[src/rtl/instr_fetch_buffer.sv]
// Fetch buffer between the IFU and the decoders: issues one aligned fetch at a time to
// instruction memory and queues returned words (or misaligned-PC markers) in a small FIFO.
module instr_fetch_buffer #(
  parameter int DEPTH = 4,
  parameter int XLEN  = 32
) (
  input  logic            clk,
  input  logic            rst,
  input  logic [XLEN-1:0] pc_i,
  input  logic            pc_valid_i,
  output logic            pc_ready_o,
  output logic            imem_req_o,
  output logic [XLEN-1:0] imem_addr_o,
  input  logic            imem_gnt_i,
  input  logic            imem_rvalid_i,
  input  logic [XLEN-1:0] imem_rdata_i,
  input  logic            flush_i,
  output logic [XLEN-1:0] instr_o,
  output logic [XLEN-1:0] instr_pc_o,
  output logic            instr_misaligned_o,
  output logic            instr_valid_o,
  input  logic            instr_ready_i
);

  localparam int PW = $clog2(DEPTH);
  localparam int CW = $clog2(DEPTH + 1);

  typedef enum logic [1:0] {IDLE, REQ, RESP, DRAIN} state_t;

  typedef struct packed {
    logic [XLEN-1:0] pc;
    logic [XLEN-1:0] instr;
    logic            misaligned;
  } entry_t;

  state_t          state, state_nxt;
  logic [XLEN-1:0] req_addr;
  logic            kill;
  logic [PW-1:0]   rd_ptr, wr_ptr;
  logic [CW-1:0]   count;
  entry_t          fifo_q [DEPTH];
  entry_t          push_data;
  entry_t          head;

  logic accept, aligned, push_mis, push_rsp, push, pop;

  assign aligned    = (pc_i[1:0] == 2'b00);
  assign pc_ready_o = !rst && (state == IDLE) && (count < CW'(DEPTH)) && !flush_i;
  assign accept     = pc_valid_i && pc_ready_o;
  assign push_mis   = accept && !aligned;
  assign push_rsp   = (state == RESP) && imem_rvalid_i && !flush_i;
  assign push       = push_mis || push_rsp;
  assign pop        = instr_valid_o && instr_ready_i;

  assign imem_req_o  = (state == REQ);
  assign imem_addr_o = req_addr;

  // NOTE: every signal written in always_comb gets a default first so no latch is inferred.
  always_comb begin
    state_nxt = state;
    push_data = '{pc: req_addr, instr: imem_rdata_i, misaligned: 1'b0};
    if (push_mis) push_data = '{pc: pc_i, instr: '0, misaligned: 1'b1};
    case (state)
      IDLE:  if (accept && aligned) state_nxt = REQ;
      REQ:   if (imem_gnt_i) state_nxt = (kill || flush_i) ? DRAIN : RESP;
      RESP: begin
        if (imem_rvalid_i)  state_nxt = IDLE;
        else if (flush_i)   state_nxt = DRAIN;
      end
      DRAIN: if (imem_rvalid_i) state_nxt = IDLE;
      default: state_nxt = IDLE;
    endcase
  end

  // NOTE: sequential state uses non-blocking assignments so every flop samples pre-edge values.
  always_ff @(posedge clk or posedge rst) begin
    if (rst) begin
      state    <= IDLE;
      req_addr <= '0;
      kill     <= 1'b0;
    end else begin
      state <= state_nxt;
      if (accept && aligned) req_addr <= pc_i;
      // A flush while the request is still ungranted must turn the eventual response into a drain.
      if (state == REQ && !imem_gnt_i) kill <= kill | flush_i;
      else                             kill <= 1'b0;
    end
  end

  always_ff @(posedge clk or posedge rst) begin
    if (rst) begin
      rd_ptr <= '0;
      wr_ptr <= '0;
      count  <= '0;
    end else if (flush_i) begin
      rd_ptr <= '0;
      wr_ptr <= '0;
      count  <= '0;
    end else begin
      if (push) wr_ptr <= wr_ptr + PW'(1);
      if (pop)  rd_ptr <= rd_ptr + PW'(1);
      if (push && !pop)      count <= count + CW'(1);
      else if (pop && !push) count <= count - CW'(1);
    end
  end

  // NOTE: the storage array has no reset; occupancy is tracked by count, so stale data is never visible.
  always_ff @(posedge clk) begin
    if (push && !flush_i) fifo_q[wr_ptr] <= push_data;
  end

  assign head               = fifo_q[rd_ptr];
  assign instr_valid_o      = (count != '0);
  // Head fields are masked when empty so the decoder side reads all-zero during and after reset.
  assign instr_o            = instr_valid_o ? head.instr : '0;
  assign instr_pc_o         = instr_valid_o ? head.pc : '0;
  assign instr_misaligned_o = instr_valid_o && head.misaligned;

endmodule

[config.mk]
export PLATFORM = sky130hd
export DESIGN_NAME = instr_fetch_buffer
export DESIGN_NICKNAME = d
export VERILOG_FILES = /design/src/rtl/instr_fetch_buffer.sv
export SDC_FILE = /design/constraint.sdc
export NUM_CORES = 1
export LEC_CHECK = 0
export BUFFER_PORTS_ARGS = -buffer_cell sky130_fd_sc_hd__buf_4
export CAP_MARGIN = 25
export CORE_MARGIN = 2
export CORE_UTILIZATION = 45
export DETAILED_ROUTE_END_ITERATION = 8
export SLEW_MARGIN = 15
export SYNTH_ARGS = -nofsm -noshare
export SYNTH_HDL_FRONTEND = slang
export SYNTH_SLANG_ARGS = --single-unit
[constraint.sdc]
create_clock -name clk -period 6.45 [get_ports clk]
set_input_delay 0 -clock clk [delete_from_list [all_inputs] [get_ports clk]]
set_output_delay 0 -clock clk [all_outputs]
set_load 0.05 [all_outputs]
# Yosys cells after proc, flatten, opt, wreduce, memory -nomap -nowiden
# Memory sizes are Yosys's and may differ from the RTL's.
# Index checks and enable logic that the tools add are counted.
# totals
register_bits,42
ramBits,260
inputBits,71
elab_cells,69
mem_count,1
# classes
add_sub_neg,4
order_cmp,1
eq_ne,7
muxes,20
bitwise_logic,1
reduce_logical,29
# mem_list
memory,words,word_bits,read_ports,rd_clocked_by_memory_dff,wr,line_no,text
fifo_q,4,65,1,0,1,41,entry_t fifo_q [DEPTH];
# op_table
operator,count
65-bit 2-to-1 mux,1
32-bit 2-to-1 mux,2
2-bit 2-to-1 mux,9
1-bit logical AND,14
3-bit 2-to-1 mux,3
2-bit one-hot mux with 4 select lines,1
1-bit zero test,6
3-bit nonzero test,2
2-bit by 1-bit adder with 2-bit output (second input constant),2
2-bit == test (second input constant),2
2-bit zero test,2
1-bit 2-to-1 mux,4
2-bit by 1-bit inequality test with 1-bit output (second input constant),2
4-bit AND reduction,1
2-bit nonzero test,2
3-bit by 1-bit adder with 3-bit output (second input constant),1
3-bit < comparator (second input constant),1
3-bit inequality test (second input constant),1
3-bit by 1-bit subtractor with 3-bit output (second input constant),1
2-bit by 1-bit == test with 1-bit output (second input constant),1
1-bit logical OR,2
2-bit inequality test (second input constant),1
1-bit bitwise OR,1

# Logic depth before layout (Yosys ltp)
# Gate-level depths: netlist (run 1).
# logic_depth
depth_word,12
mapped_depth,9
mapped_depth_nobuf,8

# Least setup slack after synthesis (run 1)
# No wires, ideal clock.
# synth_path
kind,register to register
startpoint,register count[2]
endpoint,"memory fifo_q[0][0] (netlist name), enable pin"
arrival_ps,4068
required_time_ps,5954
setup_slack_ps,1885
path_stages_with_launch,5
path_buffers,1
cell_sequence,dfrtp_1 nor4b_4 a31oi_2 buf_2 nor2b_1
# synth_via
elab_chain_len,9
# synth_lines
item,line_no,text
start: declaration,40,logic [CW-1:0] count;
start signal: assignment,102,if (push && !pop) count <= count + CW'(1);
start signal: assignment,103,else if (pop && !push) count <= count - CW'(1);
3-bit < comparator,48,assign pc_ready_o = !rst && (state == IDLE) && (count < CW'(DEPTH)) && !flush_i;
1-bit logical AND (2 in series),48,
1-bit logical AND,49,assign accept = pc_valid_i && pc_ready_o;
1-bit logical AND,50,assign push_mis = accept && !aligned;
1-bit logical OR,52,assign push = push_mis || push_rsp;
1-bit logical AND,109,if (push && !flush_i) fifo_q[wr_ptr] <= push_data;
1-bit 2-to-1 mux,109,
1-bit 2-to-1 mux (implied by the code),109,
end: declaration,41,
# No other way between the ends.

# Worst setup path in the final report (run 1)
# layout_path
startpoint,register rd_ptr[0]
endpoint,output instr_pc_o[28]
# layout_via
elab_chain_len,2
# layout_lines
item,line_no,text
start: declaration,39,"logic [PW-1:0] rd_ptr, wr_ptr;"
start signal: assignment,101,if (pop) rd_ptr <= rd_ptr + PW'(1);
memory read 4 x 65 bit,--,
32-bit 2-to-1 mux,116,assign instr_pc_o = instr_valid_o ? head.pc : '0;
end: declaration,19,"output logic [XLEN-1:0] instr_pc_o,"
# No other way between the ends.

==> results.md, run 1 <==
Global route:
- Global routing finished with a remaining overflow of 0.
- The initial antenna violation count is 0.
- The number of global-route vias before repair is just over 7,000.
- The routing usage on met1 is between 20% and 30%.
- The met3 global-route usage is under 10%.
- The peak-usage layer in the global routing report is met2.
- The met2 track demand over resource in global routing is between 30 and 40%.
- The first global-routing pass estimated approximately 40,000 um of wire.
- Across every metal layer, demand over resource in global routing totals 18.0%.
- The pin count of the biggest net entering global routing is between 60 and 70.

Clock tree:
- The H-tree depth is 2.
- The insertion delay of the later-clocked pin in the worst-skew pair is 490 ps.
- The CTS tree is built.
- The post-CTS setup buffer count is 0.
- The number of sinks driven by the clock tree is between 300 and 400.
- The root cell of the clock tree is sky130_fd_sc_hd__clkbuf_16.
- The clock input transition at the sequential cells of the worst setup and hold paths is 60 ps.
- The clock passes through at most 3 buffers.
- The number of buffers created by CTS is 34.

Die:
- The starting density of the core is 45.9%.
- The die covers about 29,000 sq um.
- The core outline area is between 20,000 and 30,000 sq um.
- After floorplanning, the core was divided into 60 placement rows.
- Measured along the y axis, the die boundary spans 170 um.
- The width of the chip is around 170 um.
- For this design the top-level I/O count stands at roughly 170.

STA:
- Setup violations remaining at the end of the flow were counted as 0.
- For the pin with the worst max-slew slack, the measured transition is between 1000 and 1500 ps.
- Setup repair after global routing left no endpoint under its margin.
- The number of failing hold endpoints at the final stage is 0.
- The smallest clock period supported by the final layout is computed as between 3000 and 4000 ps.
- The peak clock frequency supported by timing is 325 MHz.
- The remaining max-slew budget at the tightest pin is 29.9%.
- The setup TNS is 0 ps.
- Across the routed clock network, the largest skew measured is 17.1 ps.
- The post-route clock period utilization is approximately 48%.
- The number of max-slew violations in the final report is 0.
- Across all setup checks in the final design, the least slack found is 3370 ps.

Routing:
- The aggregate routed wire length is roughly 26,000 um.
- The count of vias placed by the detailed router is 6,540.
- The residual antenna-violating net count after detailed routing is 0.
- The detailed router finished its first iteration with about 480 violations.
- For this run, design rule violations remaining after detail routing come to 0.
- The vias per cell is 5.27.
- The number of detailed-routing iterations run before antenna repair is 4.
- The per-cell routed wire length is 20.7 um.

Synthesis:
- The part of the Yosys area used for sequential elements is a little under three quarters.
- The count of flip-flops with a built-in enable after synthesis is 260.
- The fraction of synthesis flops using an asynchronous set or reset pin is between 10% and 20%.
- The Yosys step of the flow raised 0 warnings.
- In this run the mean area of a mapped cell was just under 20 sq um.
- The post-synthesis instance area is ~12,000 sq um.
- The distinct cell type count after synthesis is between 40 and 50.
- The synthesized instance count is 627.
- The flip-flop cell with the highest count after synthesis is sky130_fd_sc_hd__edfxtp_1.
- The synthesized net count is approximately 700.
- Synthesis inferred between 300 and 400 register bits.

Pwr:
- The cell leakage power is ~5.9 nW.
- Power spread over the standard cell area amounts to between 400 and 500 nW/um^2.
- The maximum resistive drop on vdd is a little under 0.4 mV.
- The post-layout total power is 7.24 mW.

Cells and area:
- The number of nets at the end of the flow is ~950.
- The post-layout utilization of the core is 58.6%.
- Cells with a size suffix above 1 make up roughly 40% of the layout.
- The most common cell after layout, fill and taps aside is sky130_fd_sc_hd__edfxtp_1.
- The number of antenna diodes in the final layout is 0.
- The top cell types in the final layout, fill and taps aside, are sky130_fd_sc_hd__edfxtp_1, sky130_fd_sc_hd__buf_4, sky130_fd_sc_hd__and2_1.
- The area growth from synthesis to final layout is 27.5%.

Setup path:
- The data required time at the worst endpoint is 6450 ps.
- At the worst endpoint, the arrival time is ~3100 ps.
- The endpoint of the most critical setup path is instr_pc_o[28].
- The highest fanout seen on the critical path is 37.
- For the worst flop-to-flop path, the logic depth is 8.
- For flop-to-flop paths, the worst setup slack is between 3000 and 4000 ps.
- The launch instance of the worst register-to-register path is state[1]$_DFFE_PP0P_.
- The capturing point of the worst reg2reg path is count[2]$_DFFE_PP0P_.
- The origin of the worst setup path is rd_ptr[0]$_DFFE_PP0P_.
- The nature of the critical path startpoint is a flip-flop.
- The worst setup path is captured at a primary output.
- The critical path is of the flip-flop to primary output type.

Flow run:
- The number of max-capacitance violations reported is 0.

Place:
- The final HPWL from detailed placement is about 14,000 um.
- The worst slack after detailed placement is between 3000 and 4000 ps.
- The number of input and output port buffers inserted is 170.
- The congestion estimate from routability-driven global placement came to 0.733.

Min path:
- The count of cells along the worst hold path is 3.
- The source of the worst hold timing path is pc_valid_i.
- In this run the worst hold path is classified as input port to flip-flop.

Status:
- The flow ran to the end, and the final reports show no timing, DRC or antenna violations.
## power breakdown
group	switching (mW)	internal [mW]	leakage [nW]	total, mW
sequential	0.148	2.42	2.91	2.57
combinational	1.90	0.973	2.44	2.88
clock	0.710	1.09	0.513	1.80
total	2.76	4.48	5.86	7.24
## Yosys cell counts (3+ instances only)
| master | number | area, sq um |
|---|---|---|
| sky130_fd_sc_hd__a21oi_1 | 3 | 15.0 |
| sky130_fd_sc_hd__and2_1 | 99 | 619 |
| sky130_fd_sc_hd__buf_2 | 11 | 55.1 |
| sky130_fd_sc_hd__buf_6 | 3 | 33.8 |
| sky130_fd_sc_hd__clkbuf_1 | 18 | 67.6 |
| sky130_fd_sc_hd__dfrtp_1 | 42 | 1050 |
| sky130_fd_sc_hd__edfxtp_1 | 260 | 7810 |
| sky130_fd_sc_hd__ha_1 | 4 | 50.1 |
| sky130_fd_sc_hd__inv_1 | 7 | 26.3 |
| sky130_fd_sc_hd__mux2_2 | 35 | 394 |
| sky130_fd_sc_hd__mux2_4 | 27 | 405 |
| sky130_fd_sc_hd__mux4_2 | 65 | 1460 |
| sky130_fd_sc_hd__nand3_1 | 3 | 15.0 |
| sky130_fd_sc_hd__nor2_1 | 7 | 26.3 |
| sky130_fd_sc_hd__nor2b_1 | 5 | 31.3 |
| sky130_fd_sc_hd__nor4b_1 | 3 | 26.3 |
## worst min path at each step
stage | end | slack, ps
6_report | fifo_q[1][34]$_DFFE_PP_ | 30
5_1_grt | fifo_q[0][34]$_DFFE_PP_ | 30
4_1_cts | fifo_q[1][34]$_DFFE_PP_ | 20
3_5_place_dp | kill$_DFF_PP0_ | 180
3_3_place_gp | kill$_DFF_PP0_ | 180
2_1_floorplan | kill$_DFF_PP0_ | 70
## critical path, stage by stage (launching register included)
cell and delay, ps:
sky130_fd_sc_hd__dfrtp_4 850, sky130_fd_sc_hd__buf_4 740, sky130_fd_sc_hd__mux4_2 600, sky130_fd_sc_hd__and2_1 200
sky130_fd_sc_hd__buf_4 190
## per-layer routing
layer	vias up	routed length, um
li1	2955	-
met3	31	1030
met2	168	13000
met1	3386	11200
met4	0	414
met5	-	0
## repair_timing
action	in CTS	in global routing
resized for setup	0	0
endpoints found under the hold margin	333	0
hold buffers	69	0
setup endpoints to repair	0	0
## area by class of cell
type / count / area (sq um)
Fill cell: 2033 / 11200
Timing Repair Buffer: 247 / 2060
Clock inverter: 13 / 118
Inverter: 7 / 26.3
Clock buffer: 46 / 927
Tap cell: 341 / 427
Multi-Input combinational cell: 284 / 3400
Sequential cell: 302 / 8870
## state kept, by name (all words and copies together) (netlist names)
| signal | flops |
|---|---|
| fifo_q | 260 |
| imem_addr_o | 32 |
| count | 3 |
| rd_ptr | 2 |
| state | 2 |
| wr_ptr | 2 |
| kill | 1 |
## cells by family (layout without fill, tap and decap cells)
logic type	count (synthesis)	in the layout	share of synthesized area, %
AO/OA/AOI/OAI	14	14	0.917
XOR/XNOR	3	3	0.212
buffers and inverters	41	313	1.56
adder cells (fa/ha/maj)	5	5	0.564
AND/OR/NAND/NOR	133	133	7.00
flip-flops	302	302	71.3
multiplexers	129	129	18.4
## stage by stage
stage	cell area [sq um]	hold WS (ps)	std cells
2_1_floorplan	12400	70.3	627
3_3_place_gp	14000	181	1110
3_5_place_dp	14000	181	1110
4_1_cts	15800	15.6	1238
5_1_grt	15800	34.9	1240
6_report	15800	34.1	1240
(Power assumes the default switching activity.)
==> inputs of run 2 (changes only) <==
PLACE_DENSITY = 0.67   (was default)
clock period = 2.69 ns   (was 6.45 ns; I/O delays follow)
==> run 2 against run 1 <==
Effect of this change:
- clock power rose to 2.6 times the previous value
- worst hold slack improved by 7.5 ps
- non-clock buffer count rose by 17
- clock skew rose by 1.4 ps
- critical path depth did not move
- first-iteration DRC count fell by 6.6%
- sequential share of layout area fell by 1.1 points
- via count rose by 1.4%
- total power rose by 140%
- critical path type unchanged
- largest cell class unchanged
==> results.md, run 2 (same netlist as run 1, synthesis figures left out) <==
Setup path:
- STA classifies the critical path startpoint as a flip-flop.
- For this run, the slowest stage of the critical path takes 590 ps.
- The highest fanout seen on the critical path is 67.
- The worst setup path is captured at a primary output.
- The critical path goes through or3_2, buf_4, and2_1, buf_4.
- The number of cells on the worst reg-to-reg path is 6.
- In this run the worst setup path terminates at instr_pc_o[31].
- Counting buffers and inverters, the worst setup path is 4 cells deep.
- The family of cells with the greatest summed delay on the critical path is buffers and inverters.
- Data arrives at the worst endpoint at roughly 2500 ps.
- The critical path contains buffers and inverters numbering 2 combined.
- The worst setup slack for register-to-register paths is 230 ps.
- On the critical path, the stage with the largest delay is an instance of sky130_fd_sc_hd__buf_4.
- The cell type with the highest occurrence count on the critical path is sky130_fd_sc_hd__buf_4.
- In this run the worst setup path begins at count[2]$_DFFE_PP0P_.
- The data required time at the worst endpoint is 2690 ps.
- The startpoint identified for the worst register-to-register timing path is count[2]$_DFFE_PP0P_.
- The kind of critical path is flip-flop to primary output.
- The endpoint identified for the worst register-to-register timing path is rd_ptr[1]$_DFFE_PP0P_.

Die:
- The core outline area is ~27,000 sq um.
- From bottom edge to top edge, the die measures between 150 and 200 um.
- The starting density of the core is approximately 46%.
- The total die area is between 20,000 and 30,000 sq um.
- The initialized floorplan defines 60 standard-cell rows.
- The die is around 170 um wide.
- The top-level port count is between 150 and 200.

Global route:
- The total overflow left after global routing is 0.
- The first global-routing pass estimated 39,800 um of wire.
- The pin count of the biggest net entering global routing is between 60 and 70.
- The initial antenna violation count is 0.
- The number of global-route vias before repair is slightly above 7,000.
- The total global routing track utilization is 17.9%.

Clock tree:
- The CTS tree is built.
- The insertion delay of the later-clocked pin in the worst-skew pair is between 500 and 600 ps.
- The number of sinks driven by the clock tree is slightly above 300.
- The H-tree depth is 1.
- The root cell of the clock tree is sky130_fd_sc_hd__clkbuf_16.
- The number of buffers created by CTS is 30.
- The number of buffers on the longest clock path is 3.
- After clock tree synthesis, the clock-pin slew on the worst setup and hold paths is ~60 ps.

Cells and area:
- The library cell used most frequently in the layout, excluding fill and tap cells, is sky130_fd_sc_hd__edfxtp_1.
- With fillers left out, the area of the finished cells amounts to 16,100 sq um.
- The number of antenna diodes in the final layout is 0.
- Of the cells placed in the final design, the portion with a size suffix greater than 1 is between 40% and 50%.
- fifo_q holds more flip-flops than any other register.
- The register with the most flip-flops in the layout has 260 of them.
- Compared with the post-synthesis result, the final layout area differs by 30.0%.
- For this run, the post-layout net count is approximately 970.
- In the layout the commonest cells are sky130_fd_sc_hd__edfxtp_1, sky130_fd_sc_hd__buf_4, sky130_fd_sc_hd__and2_1.

Pwr:
- The combinational power share is 39.4%.
- The power per cell area is ~1100 nW/um^2.
- The cell leakage power is 6.01 nW.
- Per report_power, the clock group accounts for a little over a quarter of the total.
- The analysis attributes to net switching a power of approximately 6.7 mW.
- Registers are responsible for 34.5% of the overall power.
- Net switching is a little under two fifths of the power.
- The maximum resistive drop on vdd is between 0.7 and 0.8 mV.
- The internal power is 11.0 mW.

STA:
- Setup violations remaining at the end of the flow were counted as 0.
- The number of failing hold endpoints at the final stage is 0.
- The number of max-slew violations in the final report is 0.
- The shortest clock period the worst path allows after layout is between 2000 and 2500 ps.
- At the pin with the least slew margin, the transition time is 730 ps.
- Setup repair after global routing left no endpoint under its margin.
- Final hold analysis gives a worst-case slack of between 40 and 50 ps.
- Adding up every negative setup slack in the final design gives 0 ps.
- In this run the tightest slew margin relative to its limit is 51.4%.
- The final critical path takes up between 90% and 100% of the cycle.
- Static timing analysis puts the maximum clock frequency at around 410 MHz.
- Clock skew on the completed layout was measured at 18.5 ps.

Place:
- Detailed placement finished with a half-perimeter wire length of ~15,000 um.
- Once placement finished, the instance area stood at between 10,000 and 15,000 sq um.
- The number of input and output port buffers inserted is between 150 and 200.
- At the end of routability-driven placement, the weighted congestion stood at 0.725.

Routing:
- The aggregate routed wire length is roughly 26,000 um.
- The residual antenna-violating net count after detailed routing is 0.
- The per-cell routed wire length is 20.6 um.
- The number of detailed-routing iterations run before antenna repair is 5.
- The remaining design rule violation count is 0.
- The first-iteration detailed-routing DRC count is roughly 450.
- The vias per cell is approximately 5.3.
- For this block, the via count after detailed routing is between 6,000 and 7,000.

Min path:
- The path category of the worst min-delay check is input port to async pin.

Flow run:
- Across the run, the number of max-cap violations was 0.

Status:
- The run finished with clean final reports.
==> run 2: cell types whose count changed in the layout (fill, tap and decap cells not counted), moves of 2 or more <==
cell and change:
sky130_fd_sc_hd__dlygate4sd3_1 +4, sky130_fd_sc_hd__clkinvlp_4 +2, sky130_fd_sc_hd__buf_4 +4, sky130_fd_sc_hd__bufinv_16 +6
sky130_fd_sc_hd__clkbuf_16 -4, sky130_fd_sc_hd__clkinv_4 +2, sky130_fd_sc_hd__buf_12 +9, sky130_fd_sc_hd__clkinv_1 -4
sky130_fd_sc_hd__clkinv_2 +2, sky130_fd_sc_hd__clkbuf_1 -8
==> run 2: what timing repair did <==
| item | in CTS | in global routing |
|---|---|---|
| endpoints found under the setup margin | 0 | 3 |
| setup buffers | 0 | 1 |
| hold buffers | 73 | 0 |
| gates resized for setup | 0 | 0 |
| endpoints found under the hold margin | 338 | 0 |
==> run 2: area by class of cell <==
type,count,area (sq um)
clock buffers,33,772
clock inverters,23,350
fillers,1978,10900
inverters,7,26.3
multi-input cells,284,3390
flip-flops and latches,302,8870
well taps,341,427
repair buffers,264,2310
==> run 2: tightest hold or removal path, delay by kind of cell <==
family	cells	cell delay, ps
buf+inv	3	1000
==> run 2: worst min-delay path by stage <==
stage | start | endpoint | slack (ps)
6_report | rst | imem_addr_o[22]$_DFFE_PP0P_ | 40
4_1_cts | pc_i[4] | imem_addr_o[4]$_DFFE_PP0P_ | 210
3_3_place_gp | imem_gnt_i | kill$_DFF_PP0_ | 180
2_1_floorplan | imem_gnt_i | kill$_DFF_PP0_ | 70
5_1_grt | rst | imem_addr_o[10]$_DFFE_PP0P_ | 50
3_5_place_dp | imem_gnt_i | kill$_DFF_PP0_ | 190
==> run 2: power by group through the flow <==
| stage | logic (mW) | clock network (mW) | registers [mW] |
|---|---|---|---|
| 2_1_floorplan | 4.18 | 0 | 6.77 |
| 3_3_place_gp | 6.83 | 0 | 6.17 |
| 3_5_place_dp | 6.91 | 0 | 6.21 |
| 4_1_cts | 7.02 | 4.72 | 6.12 |
| 5_1_grt | 7.34 | 4.90 | 6.17 |
| 6_report | 6.98 | 4.62 | 6.11 |
==> run 2: stage by stage <==
| stage | utilization (%) | worst slack, ps | std cells | power (mW) |
|---|---|---|---|---|
| final | 59.7 | 227 | 1254 | 17.7 |
| after global routing | 59.7 | 120 | 1254 | 18.4 |
| after CTS | 59.6 | 54.2 | 1252 | 17.9 |
| after detailed placement | 52.7 | 418 | 1123 | 13.1 |
| after global placement | 52.7 | 530 | 1123 | 13.0 |
| after floorplan | - | -624 | 627 | 10.9 |
==> run 2: metal layers <==
layer	track usage [%]	part of all wire (%)
met5	0	0
met4	4.20	1.6
met3	3.28	5.8
met2	30.7	50
met1	24.0	42
==> inputs of run 3 (changes only) <==
PLACE_DENSITY = 0.73   (was 0.67)
==> run 3 against run 2 <==
Effect of this change:
- die area unchanged
- largest power group unchanged
- total power decreased by 3.3%
- sequential share of layout area increased by 0.67 points
- critical path depth unchanged
- largest cell class unchanged
==> results.md, run 3 (same netlist as run 1, synthesis figures left out) <==
Status:
- The run finished with clean final reports.

Place:
- Input and output buffers added on the ports amount to between 150 and 200.
- After detailed placement, the total cell area comes to ~14,000 sq um.
- The routability congestion estimate is 0.755.
- Before CTS, the worst setup slack after placement is between 400 and 500 ps.
- The final HPWL from detailed placement is 15,500 um.

Routing:
- In the routed design, unresolved DRC markers number 0.
- The count of vias placed by the detailed router is between 6,000 and 7,000.
- After detailed routing, the number of vias per cell comes to 5.28.
- The aggregate routed wire length is approximately 26,000 um.
- Dividing the detail-routed wire length by the instance count gives ~21 um.
- The number of detailed-routing iterations run before antenna repair is 4.
- After the first detailed-routing iteration, the DRC count stood at between 400 and 500.
- The residual antenna-violating net count after detailed routing is 0.

Global route:
- The number of global-route vias before repair is between 7,000 and 8,000.
- The initial antenna violation count is 1.
- The total global routing track utilization is ~18%.
- Entering global routing, the biggest net connects between 60 and 70 pins.
- The leftover overflow at the end of global routing is 0.
- The wire length of the first global-routing pass is around 40,000 um.

Cells and area:
- The number of flip-flops under the largest register name is between 200 and 300.
- The final instance area is roughly 16,000 sq um.
- In the layout the commonest cells are sky130_fd_sc_hd__edfxtp_1, sky130_fd_sc_hd__buf_4, sky130_fd_sc_hd__and2_1.
- The library cell used most frequently in the layout, excluding fill and tap cells, is sky130_fd_sc_hd__edfxtp_1.
- The area growth from synthesis to final layout is 28.5%.
- Cells with a size suffix above 1 make up about 42% of the layout.
- The number of nets at the end of the flow is slightly below 1,000.
- The register with the most flip-flops is fifo_q.

Setup path:
- The worst setup path is launched from a flip-flop.
- The signal on the critical path passes through buf_4, mux4_2, and2_1, buf_4.
- The highest fanout seen on the critical path is 18.
- The endpoint arrival time on the critical path is ~2500 ps.
- The cell type with the highest occurrence count on the critical path is sky130_fd_sc_hd__buf_4.
- Across all register-to-register paths, the minimum setup slack is 330 ps.
- Grouping stages by cell kind, the critical path spends the most delay in flip-flops.
- STA puts the critical path data required time at between 2000 and 3000 ps.
- The endpoint kind of the worst setup timing path is a primary output.
- The number of buffers and inverters on the critical path is 2.
- The slowest stage of the critical path belongs to the cell sky130_fd_sc_hd__dfrtp_4.
- For this run, the slowest stage of the critical path takes 690 ps.
- The critical path is of the flip-flop to primary output type.

Die:
- The initialized floorplan defines 60 standard-cell rows.
- The total area inside the core boundary comes to roughly 27,000 sq um.
- From bottom edge to top edge, the die measures ~170 um.
- In this run the count of I/O pins placed on the die edge is 171.
- In this run the horizontal extent of the chip is roughly 170 um.
- The initial utilization of the core area, before any placement, comes to between 40 and 50%.
- The total die area is ~29,000 sq um.

Flow run:
- Across the run, the number of max-cap violations was 0.

Pwr:
- The internal power is ~11 mW.
- The relative contribution of the clock network to total power is 23.8%.
- In this run the power density over the cells is about 1100 nW/um^2.
- Per report_power, the combinational group accounts for between 40% and 50% of the total.
- The switching share of power is around two fifths.
- The part of the power in registers is ~36%.
- The worst-case IR drop observed on VDD is around 0.84 mV.
- The total net switching power is 6.55 mW.
- The analysis attributes to cell leakage a power of approximately 6 nW.

STA:
- The number of failing hold endpoints at the final stage was 0.
- Setup repair after global routing left no endpoint under its margin.
- The peak clock frequency supported by timing is 406 MHz.
- After layout, the worst path uses between 90 and 100% of the clock period.
- For the pin with the worst max-slew slack, the measured transition is between 600 and 700 ps.
- The total of endpoints with negative setup slack in the final report is 0.
- The number of max-slew violations in the final report came to 0.
- The remaining max-slew budget at the tightest pin is a little over half.
- In the post-route analysis, the smallest setup slack over all paths is about 230 ps.
- The routed design could run at a clock period as short as between 2000 and 2500 ps.
- The clock arrives with ~10 ps of skew.

Clock tree:
- The insertion delay of the later-clocked pin in the worst-skew pair is around 540 ps.
- The CTS tree is built.
- The number of buffers on the longest clock path is 3.
- In this run the number of H-tree levels came out at 1.
- Counting every sink on the clock net gives ~300.
- The root cell of the clock tree is sky130_fd_sc_hd__clkbuf_16.
- Clock tree synthesis inserted a total of 30 buffers.
- After clock tree synthesis, the clock-pin slew on the worst setup and hold paths is 70 ps.

Min path:
- In this run the worst hold path is classified as input port to async pin.
-- run 3: cell count changes in the layout (fill, tap and decap cells not counted), sizes merged --
cell,previous run,this run
inv,10,7
clkbuf,34,42
diode,0,1
clkinvlp,2,1
bufinv,8,2
clkinv,10,11
buf,190,189
-- run 3: final timing paths --
path,start,endpoint,cells past startpoint
worst max-delay path,rd_ptr[0]$_DFFE_PP0P_,instr_pc_o[29],4
worst min-delay path,rst,imem_addr_o[25]$_DFFE_PP0P_,3
worst max register to register,state[0]$_DFFE_PP0P_,imem_addr_o[24]$_DFFE_PP0P_,5
worst min register to register,imem_addr_o[0]$_DFFE_PP0P_,imem_addr_o[0]$_DFFE_PP0P_,1
max in group asynchronous,rst,imem_addr_o[8]$_DFFE_PP0P_,4
min in group clk,imem_rvalid_i,state[1]$_DFFE_PP0P_,3
-- run 3: cell type report --
type / count / area (sq um)
Antenna cell: 1 / 2.50
Timing Repair Buffer: 262 / 2250
Clock buffer: 42 / 857
Tap cell: 341 / 427
Clock inverter: 14 / 126
Multi-Input combinational cell: 284 / 3390
Fill cell: 2015 / 11100
Inverter: 7 / 26.3
Sequential cell: 302 / 8870
-- run 3: repair_timing --
action | CTS | global route
setup endpoints to repair | 0 | 0
setup buffers | 0 | 0
gates resized for setup | 0 | 0
hold endpoints to repair | 321 | 0
hold buffers | 73 | 0
-- run 3: through the flow --
step | power, mW | utilization, % | hold slack [ps] | cells | setup TNS [ps]
6_report | 17.1 | 59.0 | 157 | 1253 | 0
2_1_floorplan | 10.9 | - | 70.3 | 627 | -162120
4_1_cts | 17.3 | 59.0 | 169 | 1252 | 0
3_3_place_gp | 13.0 | 52.7 | 176 | 1123 | 0
3_5_place_dp | 13.1 | 52.7 | 178 | 1123 | 0
5_1_grt | 17.9 | 59.0 | 195 | 1253 | 0
-- run 3: metal layers --
metal,vias to the layer above,part of all wire [%],global-route usage [%]
li1,2978,-,-
met1,3412,42,23.6
met2,197,50,31.4
met3,33,6.0,4.05
met4,0,1.5,3.83
met5,-,0,0
-- run 3: worst register-to-register path, cell delays in order, from the launching register on --
cell	delay (ps)
sky130_fd_sc_hd__dfrtp_1	410
sky130_fd_sc_hd__nor2_2	190
sky130_fd_sc_hd__nor4b_4	400
sky130_fd_sc_hd__nand3_4	110
sky130_fd_sc_hd__dlygate4sd3_1	760
sky130_fd_sc_hd__mux2_4	370
-- run 3: power groups by stage --
stage / combinational (mW) / sequential (mW) / clock, mW
finish: 6.93 / 6.13 / 4.07
global placement: 6.82 / 6.20 / 0
detailed placement: 6.88 / 6.21 / 0
global route: 7.31 / 6.18 / 4.37
CTS: 7.00 / 6.12 / 4.17
floorplan: 4.18 / 6.77 / 0
